==> src/rtl/exe_divider.sv <==
// EXE-stage multi-cycle 32-bit divider (DIV/DIVU). Uses restoring division, producing one quotient bit per cycle.
// The quotient goes to LO and the remainder goes to HI.
module exe_divider (
    input  logic        clk,
    input  logic        rst,
    input  logic        EXE_DivStart,
    input  logic        EXE_DivSigned,
    input  logic [31:0] EXE_BusA,
    input  logic [31:0] EXE_BusB,
    input  logic        EXE_Flush,
    output logic        Div_Stall,
    output logic        Div_Done,
    output logic [31:0] Div_Quotient,
    output logic [31:0] Div_Remainder
);

    typedef enum logic [1:0] {
        IDLE = 2'd0,
        CALC = 2'd1,
        DONE = 2'd2
    } div_state_t;

    div_state_t  state_r;
    div_state_t  state_nxt_s;
    logic [31:0] dividend_r;
    logic [31:0] divisor_r;
    logic [31:0] rem_r;
    logic [31:0] quot_r;
    logic [4:0]  count_r;
    logic        q_neg_r;
    logic        r_neg_r;
    logic        done_r;
    logic [31:0] quotient_r;
    logic [31:0] remainder_r;

    logic        start_s;
    logic [32:0] partial_s;
    logic [32:0] diff_s;
    logic        q_bit_s;
    logic [31:0] rem_nxt_s;
    logic [31:0] quot_nxt_s;

    // Two's-complement negate when requested; serves both magnitude extraction and sign fix-up.
    function automatic logic [31:0] cond_neg(input logic [31:0] val, input logic neg);
        if (neg) begin
            cond_neg = ~val + 32'd1;
        end else begin
            cond_neg = val;
        end
    endfunction

    assign start_s       = (state_r == IDLE) & EXE_DivStart & ~EXE_Flush;
    assign Div_Stall     = start_s | (state_r == CALC);
    assign Div_Done      = done_r;
    assign Div_Quotient  = quotient_r;
    assign Div_Remainder = remainder_r;

    // One restoring step: shift in the next dividend bit, then subtract if the divisor fits.
    always_comb begin
        partial_s  = {rem_r, dividend_r[31]};
        diff_s     = partial_s - {1'b0, divisor_r};
        q_bit_s    = (partial_s >= {1'b0, divisor_r});
        rem_nxt_s  = partial_s[31:0];
        quot_nxt_s = {quot_r[30:0], q_bit_s};
        if (q_bit_s) begin
            rem_nxt_s = diff_s[31:0];
        end else begin
            rem_nxt_s = partial_s[31:0];
        end
    end

    // Next-state logic; a flush returns to IDLE from any state.
    always_comb begin
        state_nxt_s = state_r;
        if (EXE_Flush) begin
            state_nxt_s = IDLE;
        end else begin
            case (state_r)
                IDLE: begin
                    if (EXE_DivStart) begin
                        state_nxt_s = CALC;
                    end else begin
                        state_nxt_s = IDLE;
                    end
                end
                CALC: begin
                    if (count_r == 5'd31) begin
                        state_nxt_s = DONE;
                    end else begin
                        state_nxt_s = CALC;
                    end
                end
                DONE:    state_nxt_s = IDLE;
                default: state_nxt_s = IDLE;
            endcase
        end
    end

    // State, operand/iteration registers and result registers.
    always_ff @(posedge clk) begin
        if (!rst) begin
            state_r     <= IDLE;
            dividend_r  <= 32'd0;
            divisor_r   <= 32'd0;
            rem_r       <= 32'd0;
            quot_r      <= 32'd0;
            count_r     <= 5'd0;
            q_neg_r     <= 1'b0;
            r_neg_r     <= 1'b0;
            done_r      <= 1'b0;
            quotient_r  <= 32'd0;
            remainder_r <= 32'd0;
        end else begin
            state_r <= state_nxt_s;
            done_r  <= (state_nxt_s == DONE);
            case (state_r)
                IDLE: begin
                    if (start_s) begin
                        dividend_r <= cond_neg(EXE_BusA, EXE_DivSigned & EXE_BusA[31]);
                        divisor_r  <= cond_neg(EXE_BusB, EXE_DivSigned & EXE_BusB[31]);
                        q_neg_r    <= EXE_DivSigned & (EXE_BusA[31] ^ EXE_BusB[31]);
                        r_neg_r    <= EXE_DivSigned & EXE_BusA[31];
                        rem_r      <= 32'd0;
                        quot_r     <= 32'd0;
                        count_r    <= 5'd0;
                    end else begin
                        count_r    <= count_r;
                    end
                end
                CALC: begin
                    dividend_r <= {dividend_r[30:0], 1'b0};
                    rem_r      <= rem_nxt_s;
                    quot_r     <= quot_nxt_s;
                    count_r    <= count_r + 5'd1;
                    // Final step feeds the sign-corrected result straight into the outputs.
                    if (state_nxt_s == DONE) begin
                        quotient_r  <= cond_neg(quot_nxt_s, q_neg_r);
                        remainder_r <= cond_neg(rem_nxt_s, r_neg_r);
                    end else begin
                        quotient_r  <= quotient_r;
                    end
                end
                DONE:    count_r <= count_r;
                default: count_r <= count_r;
            endcase
        end
    end

endmodule

==> config.mk <==
export PLATFORM = sky130hd
export DESIGN_NAME = exe_divider
export DESIGN_NICKNAME = d
export VERILOG_FILES = /design/src/rtl/exe_divider.sv
export SDC_FILE = /design/constraint.sdc
export NUM_CORES = 1
export LEC_CHECK = 0
export ABC_AREA = 1
export CAP_MARGIN = 0
export CORE_UTILIZATION = 45
export CTS_BUF_LIST = sky130_fd_sc_hd__clkbuf_16
export DETAILED_ROUTE_END_ITERATION = 10
export GPL_TIMING_DRIVEN = 0
export PLACE_DENSITY_LB_ADDON = 0.3
export SYNTH_ARGS = -nofsm -noshare
export SYNTH_HDL_FRONTEND = slang
export SYNTH_SLANG_ARGS = --single-unit
export TNS_END_PERCENT = 10
==> constraint.sdc <==
create_clock -name clk -period 3.6 [get_ports clk]
set_input_delay 0.9 -clock clk [delete_from_list [all_inputs] [get_ports clk]]
set_output_delay 0.9 -clock clk [all_outputs]
set_load 0.005 [all_outputs]
== Word-level counts from Yosys, hierarchy flattened ==
Index checks and enable logic that the tools add are counted.

* Register bits after elaboration: 201
* Bits of input ports: 69
* Output and inout port bits: 66
* Logic and storage cells: 55

* Add/sub/neg operators: 6
* Order comparisons: 1
* Equal/unequal tests: 4
* Mux-type cells: 16
* Bitwise operators: 12
* Reductions and logical operators: 5

{| class="wikitable"
|+ Operators with widths
! cell !! count
|-
| $mux 32 || 7
|-
| $add 32x1->32 const B || 4
|-
| $not 32->32 || 4
|-
| $pmux 32 s2 || 2
|-
| $pmux 31 s2 || 1
|-
| $ge 33x32->1 || 1
|-
| $sub 32x32->32 || 1
|-
| $pmux 5 s2 || 1
|-
| $reduce_and 2->1 || 3
|-
| $add 5x1->5 const B || 1
|-
| $and 1x1->1 || 5
|-
| $eq 5x5->1 const B || 1
|-
| $mux 5 || 1
|-
| $mux 2 || 2
|-
| $pmux 2 s2 || 1
|-
| $eq 2x1->1 const B || 1
|-
| $eq 2x2->1 const B || 1
|-
| $logic_not 2->1 || 1
|-
| $ne 2x2->1 const B || 1
|-
| $reduce_bool 2->1 || 1
|-
| $mux 1 || 1
|-
| $not 1->1 || 1
|-
| $or 1x1->1 || 1
|-
| $xor 1x1->1 || 1
|}

== Longest topological paths before layout ==
Gate-level depths: netlist of run 1.

* Depth after elaboration: 6
* Gate-level depth with buffers: 29
* Depth with buffers taken out: 28

== Least setup slack after synthesis of run 1 ==
No wires, ideal clock.

* Path type: reg-to-reg
* Start point: reg divisor_r[16]
* End point: reg quotient_r[28] (netlist: Div_Quotient[28])
* Arrival: 3276 ps
* Setup slack: 207 ps
* Stages on the path, launching flop included: 26
* Buffers on the path: 1
* Cell sequence: dfxtp_1 > inv_1 > ha_1 > a21oi_2 > nand2_1 > o21bai_2 > inv_2 > nand2_2 > nand2_4 > nand2_4 > inv_2 > buf_2 > ha_1 > nand3_1 > nor2_1 > nand2_1 > nor3_1 > nand2_1 > inv_1 > nand3_1 > nor4_1 > nor2_1 > nor2_1 > nor2_1 > o221ai_1 > inv_1

* Cells in the longest elaborated chain, start to end: 4

{| class="wikitable"
|+ Ends and longest elaborated chain
! what !! line !! text
|-
| from (decl) || 26 || <nowiki>logic [31:0] divisor_r;</nowiki>
|-
| from (signal assigned) || 120 || <nowiki>divisor_r <= cond_neg(EXE_BusB, EXE_DivSigned & EXE_BusB[31]);</nowiki>
|-
| $ge 33x32->1 || 62 || <nowiki>q_bit_s = (partial_s >= {1'b0, divisor_r});</nowiki>
|-
| $not 32->32 || 46 || <nowiki>cond_neg = ~val + 32'd1;</nowiki>
|-
| $add 32x1->32 || 46 ||
|-
| $mux 32 || 45 || <nowiki>if (neg) begin</nowiki>
|-
| to (signal assigned) || 137 || <nowiki>quotient_r <= cond_neg(quot_nxt_s, q_neg_r);</nowiki>
|-
| to (signal assigned) || 140 || <nowiki>quotient_r <= quotient_r;</nowiki>
|-
| to (decl) || 33 || <nowiki>logic [31:0] quotient_r;</nowiki>
|}

Every way passes these cells.
A chain may end at the register's enable or synchronous reset.

== Final worst setup path of run 1 ==
* Start point: in EXE_DivStart
* End point: out Div_Stall

* Cells in the longest elaborated chain, start to end: 3

{| class="wikitable"
|+ Ends and longest elaborated chain
! what !! line !! text
|-
| from (decl) || 6 || <nowiki>input logic EXE_DivStart,</nowiki>
|-
| $and 1x1->1 (2 in a row) || 52 || <nowiki>assign start_s = (state_r == IDLE) & EXE_DivStart & ~EXE_Flush;</nowiki>
|-
| $or 1x1->1 || 53 || <nowiki>assign Div_Stall = start_s | (state_r == CALC);</nowiki>
|-
| to (decl) || 11 || <nowiki>output logic Div_Stall,</nowiki>
|}

Every way passes these cells.

==> summary.txt, run 1 <==
Synthesis
  • Count leader, synth: nand2_1
  • Synth top area share: 30.06%
  • Count of cell types in the netlist: 50
  • Synthesized net count: 2260
  • Cells after synthesis: 2152
  • FFs w/ async S/R, synth: 0%
  • Post-synth EDFFs: 0
  • Top FF cell, synth: dfxtp_1
  • YS warnings: 0
  • Syn avg cell area: 6.220 sq um
  • Largest area contributor in the netlist: dfxtp_1
  • #FFs+latches synth: 201
  • Most frequent cells after synthesis: 623 x nand2_1, 247 x inv_1, 209 x nor2_1, 201 x dfxtp_1, 176 x a21oi_1
  • Share of the yosys chip area belonging to registers: 30.06%
  • Post-synthesis cell area: 13390 sq um
  • Area contributors post-synth: dfxtp_1 30%, nand2_1 17%, inv_1 6.9%, a21oi_1 6.6%, nor2_1 5.9%

Layout
  • Final core occ: 56.91%
  • NumNets Final: 2427
  • Number of diodes: 0
  • Area delta synth->final: 23.36%
  • Layout cell share with drive strength beyond 1: 9.550%

STA
  • Peak Freq: 280.2 MHz
  • Final Hold Violating Endpoints: 0
  • Max_slew headroom: 51.79%
  • Hold Worst Slack: 0.4705 ns
  • Setup violations, final: 0
  • Fin crit share: 99.12%
  • Minimum clock period: 3.568 ns
  • Worst Tran Pin Value: 0.7231 ns
  • Post-route clock skew: 0.02750 ns
  • Setup TNS: 0 ns
  • RSZ-0062 raised after global routing: no
  • Pins Over Slew Limit: 0

Clock network
  • Clk_lat worst skew: 0.55 ns
  • Cts bufs inserted: 24
  • CTS tree: yes
  • TritonCTS Sinks: 201
  • Clock tree buffer depth: 3
  • Reg clk slew, reported paths: 0.06 ns
  • Root Buffer: clkbuf_16
  • CTS H-Tree Depth: 1

Critical path
  • CP Data Required Time: 2.70 ns
  • Element type at the critical path end: output port
  • R2r setup slk: 0.21 ns
  • Setup CP Type: input port to output port
  • Slowest Stage Delay on Critical Path: 0.54 ns
  • Worst setup path end: Div_Stall
  • R2R depth: 23
  • R2r endpoint: Div_Quotient[30]
  • Critical path fanouts, max: 10
  • Origin of the critical flop-to-flop path: divisor_r[28]
  • Critical path origin: EXE_DivStart
  • Worst setup SP type: input port
  • Max stage delay cell, worst path: clkdlybuf4s50_1
  • Crit-path cells: clkdlybuf4s50_1 > nand2_1 > nor2_4 > inv_1 > nand2_1 > clkdlybuf4s50_1
  • Crit path arrival time: 2.67 ns

Power and ir drop
  • Leakage power: 7.463 nW
  • Overall Power: 0.006614 W
  • VDD IR-drop max: 0.0003753 V
  • Pwr dens: 400.6 nW/um^2

Floorplan
  • DIE WIDTH: 174.5 microns
  • IO Pins: 135
  • Core footprint: 29010 sq um
  • Rows: 62
  • Die Span Y: 174.5 microns
  • Die footprint: 30440 sq um
  • Initial Util: 46.14%

Drt
  • Final wirelength: 45780 microns
  • Via count: 14658
  • Residual DRC: 0
  • Drt pass-1 iters: 5
  • Via/cell ratio: 5.391
  • Number of antenna-violating nets in the routed design: 0
  • Routed WL per cell: 16.84 microns
  • Initial DRC Count: 1201

Global routing
  • Largest net degree at the start of global routing: 14
  • GRT overflow: 0
  • Vias in the first global route: 13701
  • First-pass GRT wire length: 71370 microns
  • Initial antenna violation count: 0
  • GRT Util Overall: 29.58%

Flow run
  • Max Cap Viol: 0

Outcome
  • Outcome: finished, final reports clean

Placement
  • Post-DP HPWL: 35840 microns
  • Gpl congestion: 0.9836
  • I/O Buffers: 134

Hold path
  • Hold Path Class: register to register
[where the power goes]
group	internal, W	switching, W
Combinational	0.000639	0.00128
Clock	0.00136	0.00101
Sequential	0.00228	0.0000360
[per-layer routing]
metal | part of all wire [%] | up-vias | GRT usage, %
li1 | - | 7267 | -
met1 | 44 | 6810 | 38.26
met2 | 47 | 480 | 50.46
met3 | 5.5 | 101 | 2.953
met4 | 3.7 | 0 | 11.33
met5 | 0 | - | 0
[cells in the final DEF, fill, tap and decap left out, drive strengths merged, types with 14 or more instances in the layout]
master,synthesis,routed
xor2,59,59
nand3,138,138
a21oi,177,177
nand2,647,647
clkbuf,68,92
nand4,20,20
nor2,229,229
o211ai,14,14
o21ai,143,143
clkdlybuf4s50,0,134
a31oi,35,35
inv,262,265
ha,38,38
dfxtp,201,201
buf,21,28
nor3,29,29
[sequential cells by signal, summed over array words and instances, names as in the netlist]
name / count
Div_Done: 1
Div_Quotient: 32
Div_Remainder: 32
count_r: 5
dividend_r: 32
divisor_r: 32
q_neg_r: 1
quot_r: 31
r_neg_r: 1
rem_r: 32
state_r: 2
[through the flow]
step,worst slack [ns],instance area [sq um],cells
2_1_floorplan,0.2068,13390,2152
3_3_place_gp,-0.6589,15210,2670
3_5_place_dp,-0.7586,15210,2670
4_1_cts,-0.07922,16320,2715
5_1_grt,0.001390,16510,2719
6_report,0.03162,16510,2719
[how the worst min path moves through the flow]
stage                     slack (ns)  depth (start not counted)        endpoint           start
after global routing            0.49                          2  dividend_r[13]  dividend_r[12]
final                           0.47                          2  dividend_r[31]  dividend_r[31]
after detailed placement        0.46                          1      count_r[3]      count_r[3]
after CTS                       0.47                          2  dividend_r[31]  dividend_r[31]
after global placement          0.45                          1      count_r[3]      count_r[3]
after floorplan                 0.44                          1      count_r[3]      count_r[3]
[critical path: cells and delay by family]
kind,cells,cell delay [ns]
AND/OR/NAND/NOR,3,0.63
buffers and inverters,3,1.14
[cells by family (layout without fill, tap and decap cells)]
| group | Yosys count | count (layout) | synth area share, % |
|---|---|---|---|
| AND/OR/NAND/NOR | 1096 | 1096 | 35.18 |
| flip-flops | 201 | 201 | 30.06 |
| AO/OA/AOI/OAI | 392 | 392 | 16.00 |
| XOR/XNOR | 72 | 72 | 4.711 |
| adder cells (fa/ha/maj) | 39 | 39 | 3.702 |
| buffers and inverters | 352 | 535 | 10.34 |
[repair_timing]
item | in CTS | in global routing
setup buffers | 3 | 5
pin swaps | 3 | 7
endpoints found under the setup margin | 11 | 22
gates cloned | 0 | 0
hold buffers | 0 | 0
resized for setup | 55 | 48
[area by class of cell]
type,count,area (sq um)
clock buffer,24,600.6
buffer,88,391.6
tap,384,480.5
fill,2856,12500
inverter,263,999.7
clock inverter,18,165.2
sequential,201,4045
timing repair buffer,142,1401
multi-input combinational,1599,8428
Power figures use the tool's default switching activity.
==> inputs of run 2 (changes only) <==
--- a/config.mk
+++ b/config.mk
@@ -7,6 +7,7 @@
 export LEC_CHECK = 0
 export ABC_AREA = 1
 export CAP_MARGIN = 0
+export CORE_ASPECT_RATIO = 2
 export CORE_UTILIZATION = 45
 export CTS_BUF_LIST = sky130_fd_sc_hd__clkbuf_16
 export DETAILED_ROUTE_END_ITERATION = 10
@@ -15,4 +16,4 @@
 export SYNTH_ARGS = -nofsm -noshare
 export SYNTH_HDL_FRONTEND = slang
 export SYNTH_SLANG_ARGS = --single-unit
-export TNS_END_PERCENT = 10
+export TNS_END_PERCENT = 30
==> run 2 against run 1 <==
  * First-iteration DRC count down 21%
  * Clock power shrank 8%
  * Sequential share of layout area shrank 0.18 points
  * Count of clock-buffer cells in the layout shrank 4
  * Highest routed layer unchanged
  * Design area rose by 0.54%
  * Register-to-register slack got worse by 0.13 ns
  * Largest cell class unchanged
  * Critical path type unchanged
  * Critical path depth unchanged
==> summary.txt, run 2 (synthesized netlist as in run 1, its figures left out) <==
Placement
  • I/O Buffers: 134
  • Post-DP HPWL: 40490 microns
  • DP Worst Slack: -1.037 ns
  • DP Area: 15180 sq um
  • Gpl congestion: 0.9999

STA
  • Hold Worst Slack: 0.4777 ns
  • RSZ-0062 raised after global routing: yes
  • Fin crit share: 99.95%
  • Peak Freq: 277.9 MHz
  • Pins Over Slew Limit: 0
  • Worst Tran Pin Value: 0.8201 ns
  • Final Hold Violating Endpoints: 0
  • Minimum clock period: 3.598 ns
  • Max_slew headroom: 45.32%
  • Post-route clock skew: 0.03028 ns
  • Setup violations, final: 0
  • PnR worst setup slack: 0.001715 ns

Clock network
  • Reg clk slew, reported paths: 0.07 ns
  • Root Buffer: clkbuf_16
  • TritonCTS Sinks: 201
  • Hold_buf cts: 0
  • CTS tree: yes
  • Clock tree buffer depth: 3
  • Clk_lat worst skew: 0.53 ns
  • CTS H-Tree Depth: 1
  • Cts bufs inserted: 20

Drt
  • Residual DRC: 0
  • Via count: 14945
  • Final wirelength: 50850 microns
  • Drt pass-1 iters: 6
  • Routed WL per cell: 18.83 microns
  • Number of antenna-violating nets in the routed design: 0
  • Initial DRC Count: 947
  • Via/cell ratio: 5.535

Hold path
  • Hold Path Class: register to register

Global routing
  • GRT overflow: 0
  • First-pass GRT wire length: 78720 microns
  • Largest net degree at the start of global routing: 17
  • Vias in the first global route: 14852
  • Initial antenna violation count: 1
  • GRT Util Overall: 34.15%

Floorplan
  • Rows: 89
  • Core footprint: 29400 sq um
  • DIE WIDTH: 124.0 microns
  • Die Span Y: 245.9 microns
  • Die footprint: 30480 sq um
  • Initial Util: 45.53%
  • IO Pins: 135

Power and ir drop
  • Int Power: 0.004198 W
  • Overall Power: 0.006575 W
  • Logic pwr share: 31.4%
  • Seq pwr share: 35.2%
  • Leakage power: 7.466 nW
  • Net switching share of the total power: 36.15%
  • Net switching power: 0.002377 W
  • Clock Power Share: 33.3%
  • VDD IR-drop max: 0.0003843 V
  • Pwr dens: 396.1 nW/um^2

Critical path
  • Element type at the critical path end: output port
  • Slowest Stage Delay on Critical Path: 0.60 ns
  • Setup CP Type: input port to output port
  • Worst setup SP type: input port
  • Crit path arrival time: 2.70 ns
  • Max stage delay cell, worst path: clkdlybuf4s50_1
  • CP Data Required Time: 2.70 ns
  • Critical path fanouts, max: 10
  • Crit-path cells: clkdlybuf4s50_1 > nand2_1 > nor2_4 > inv_1 > nand2_1 > clkdlybuf4s50_1

Layout
  • Layout cell share with drive strength beyond 1: 11.01%
  • Most frequent cells in the layout: 599 x nand2_1, 228 x inv_1, 200 x nor2_1, 190 x dfxtp_1, 172 x a21oi_1
  • Area delta synth->final: 24.02%
  • Commonest non-fill, non-tap cell in the layout: nand2_1
  • Design Area, Final: 16600 sq um
  • NumNets Final: 2430
  • Fill count: 2958

Outcome
  • Outcome: finished, final reports clean

Flow run
  • Max Cap Viol: 0
-- run 2: layout make-up --
cell class,instances,area (sq um),share of cell area [%]
antenna,1,2.502,0.01507
tap,364,455.4,2.743
inverter,263,999.7,6.022
buffer,89,406.6,2.450
multi-input combinational,1599,8578,51.67
clock buffer,20,500.5,3.015
timing repair buffer,148,1446,8.713
clock inverter,15,173.9,1.048
sequential,201,4038,24.32
-- run 2: stage by stage --
step                setup TNS [ns]  util (%)  std cells
floorplan                        0         -       2152
global placement            -7.675     51.64       2650
detailed placement          -8.918     51.64       2650
CTS                        -0.1066     55.51       2691
global route               -0.1494     56.47       2700
finish                           0     56.47       2700
-- run 2: path summary, 6_finish.rpt --
check	start	endpoint	slack [ns]	cells after the start
setup / recovery	EXE_DivStart	Div_Stall	0.002	6
hold / removal	dividend_r[31]	dividend_r[31]	0.48	2
setup reg to reg	divisor_r[29]	Div_Quotient[30]	0.08	26
hold reg to reg	dividend_r[31]	dividend_r[31]	0.48	2
-- run 2: power groups by stage --
stage	Sequential (W)	Clock [W]	Combinational, W
after detailed placement	0.00236	0	0.00188
after floorplan	0.00235	0	0.00128
after global routing	0.00232	0.00230	0.00224
after global placement	0.00236	0	0.00187
after CTS	0.00231	0.00221	0.00197
final	0.00232	0.00219	0.00207
-- run 2: metal layers --
metal / wire length (microns) / part of all wire, % / vias to the layer above / GRT usage [%]
li1: - / - / 7273 / -
met3: 1907 / 3.8 / 224 / 3.293
met5: 0 / 0 / - / 0
met1: 17040 / 34 / 6907 / 32.06
met2: 26450 / 52 / 541 / 63.68
met4: 5457 / 11 / 0 / 29.48
-- run 2: worst max-delay path: cells and delay by family --
family	cells	cell delay (ns)
and+or+nand+nor	3	0.57
buffers and inverters	3	1.22
-- run 2: what timing repair did --
item                                   CTS  global route
setup buffers                            6             8
setup endpoints to repair               12            28
endpoints found under the hold margin    0             0
pin swaps                                5            16
gates cloned                             0             0
resized for setup                       84            61
==> inputs of run 3 (changes only) <==
--- a/config.mk
+++ b/config.mk
@@ -8,6 +8,7 @@
 export ABC_AREA = 1
 export CAP_MARGIN = 0
 export CORE_ASPECT_RATIO = 2
+export CORE_MARGIN = 4
 export CORE_UTILIZATION = 45
 export CTS_BUF_LIST = sky130_fd_sc_hd__clkbuf_16
 export DETAILED_ROUTE_END_ITERATION = 10
@@ -16,4 +17,4 @@
 export SYNTH_ARGS = -nofsm -noshare
 export SYNTH_HDL_FRONTEND = slang
 export SYNTH_SLANG_ARGS = --single-unit
-export TNS_END_PERCENT = 30
+export TNS_END_PERCENT = 100
==> run 3 against run 2 <==
  * Via count down 1.1%
  * Sequential cell count unchanged
  * Setup slack better by 0.10 ns
  * Fmax up 3.0%
  * Cell count about the same
  * Count of clock-buffer cells in the layout up 1
  * First-iteration DRC count down 12%
  * Sequential power about the same
  * Combinational power about the same
  * Total power down 0.88%
  * Critical path type is now register to register
==> summary.txt, run 3 (synthesized netlist as in run 1, its figures left out) <==
Global routing
  • GRT Util Overall: 30.60%
  • First-pass GRT wire length: 77600 microns
  • Vias in the first global route: 14679
  • Initial antenna violation count: 0
  • Largest net degree at the start of global routing: 15
  • GRT overflow: 0

Outcome
  • Outcome: finished, final reports clean

Layout
  • Area delta synth->final: 23.65%
  • Layout Cells excl Fill: 2698
  • NumNets Final: 2431
  • Number of diodes: 0
  • Layout cell share with drive strength beyond 1: 10.45%
  • Design Area, Final: 16550 sq um
  • Commonest non-fill, non-tap cell in the layout: nand2_1
  • Most frequent cells in the layout: 608 x nand2_1, 229 x inv_1, 198 x nor2_1, 191 x dfxtp_1, 172 x a21oi_1
  • Final core occ: 56.30%

Critical path
  • R2R depth: 23
  • Crit path arrival time: 3.90 ns
  • R2r endpoint: Div_Remainder[30]
  • Worst setup SP type: register
  • Critical path fanouts, max: 6
  • Setup CP Type: register to register
  • R2r setup slk: 0.11 ns
  • Origin of the critical flop-to-flop path: divisor_r[7]
  • Element type at the critical path end: register
  • CP Data Required Time: 4.01 ns

Placement
  • I/O Buffers: 134
  • Post-DP HPWL: 40830 microns
  • Gpl congestion: 1.024
  • Placed insts: 2650
  • DP Area: 15180 sq um

Hold path
  • Hold Path Class: register to register
  • Worst Hold Depth: 2
  • Hold path start: dividend_r[9]
  • Hold endpoint: dividend_r[10]

STA
  • Max_slew headroom: 43.27%
  • Setup violations, final: 0
  • Worst Tran Pin Value: 0.8510 ns
  • Setup TNS: 0 ns
  • Minimum clock period: 3.494 ns
  • Pins Over Slew Limit: 0
  • Fin crit share: 97.05%
  • Peak Freq: 286.2 MHz
  • RSZ-0062 raised after global routing: no
  • Final Hold Violating Endpoints: 0
  • Post-route clock skew: 0.02581 ns

Power and ir drop
  • Pwr dens: 393.8 nW/um^2
  • VDD IR-drop max: 0.0004759 V
  • Overall Power: 0.006517 W
  • Leakage power: 7.466 nW

Floorplan
  • Die Span Y: 251.9 microns
  • Die footprint: 32740 sq um
  • DIE WIDTH: 130.0 microns
  • IO Pins: 135
  • Rows: 89
  • Core footprint: 29400 sq um
  • Initial Util: 45.53%

Clock network
  • TritonCTS Sinks: 201
  • Clock tree buffer depth: 3
  • Reg clk slew, reported paths: 0.06 ns
  • Root Buffer: clkbuf_16
  • Cts bufs inserted: 21
  • CTS tree: yes
  • CTS H-Tree Depth: 1
  • Clk_lat worst skew: 0.52 ns
  • Hold_buf cts: 0

Drt
  • Routed WL per cell: 18.86 microns
  • Via/cell ratio: 5.477
  • Met1 WL: 16790 microns
  • Top Metal Used: met4
  • Initial DRC Count: 835
  • Number of antenna-violating nets in the routed design: 0
  • Via count: 14777
  • Met2 WL post-DR: 26320 microns
  • Final wirelength: 50890 microns
  • Drt pass-1 iters: 6
  • Residual DRC: 0
  • WL met3: 2194 microns

Flow run
  • Max Cap Viol: 0
run 3: cell type report:
cell class / count / area (sq um)
clock inverters: 13 / 127.6
inverters: 263 / 1002
multi-input cells: 1599 / 8546
clock buffers: 21 / 525.5
well taps: 364 / 455.4
flip-flops and latches: 201 / 4036
fillers: 2955 / 12850
plain buffers: 89 / 411.6
repair buffers: 148 / 1446
run 3: worst max-delay path by stage:
stage                        endpoint     startpoint  slack (ns)  depth (start not counted)
floorplan            Div_Quotient[28]  divisor_r[16]        0.21                         25
global placement     Div_Quotient[28]  divisor_r[25]        -1.0                         26
detailed placement   Div_Quotient[28]  divisor_r[23]       -1.05                         26
CTS                  Div_Quotient[28]  divisor_r[18]      0.0004                         29
global route         Div_Quotient[24]  divisor_r[24]       0.003                         26
finish              Div_Remainder[30]   divisor_r[7]        0.11                         23
run 3: power by group:
group          total (W)  switching, W  internal [W]
registers        0.00232     0.0000367       0.00228
clock network    0.00214      0.000933       0.00121
logic            0.00206       0.00139      0.000663
total            0.00652       0.00236       0.00415
run 3: metrics by stage:
stage                     setup slack, ns  hold WS [ns]
after detailed placement           -1.049        0.4549
after floorplan                    0.2068        0.4365
after global routing             0.003477        0.4832
after CTS                       0.0004015        0.4701
after global placement            -0.9952        0.4506
final                              0.1063        0.4674
run 3: routing by layer:
metal  up-vias  global-route usage (%)
li1       7271                       -
met4         0                   27.08
met5         -                       0
met1      6792                   29.49
met3       196                   2.669
met2       518                   55.99
run 3: critical path, stage by stage, from the launching register on:
cell     delay, ns
dfxtp_1       0.34
inv_1         0.09
ha_4          0.30
nand2_1       0.11
nor3_1        0.41
nand3_1       0.15
nand3_2       0.12
nor2_4        0.06
nand2_4       0.10
buf_4         0.15
nand2_1       0.07
nand2_1       0.18
ha_1          0.24
nand3_1       0.12
nor2_2        0.11
nand2_2       0.10
inv_1         0.12
nand3_1       0.10
nand2_2       0.11
nand3_1       0.13
nand2_1       0.08
nand3_1       0.07
nand2_1       0.07
inv_1         0.05
run 3: what timing repair did:
action                     4_1_cts  5_1_grt
cloned                           0        0
pin swaps                       13       10
resized for setup              101       29
setup buffers                   10        4
setup endpoints to repair       13       15
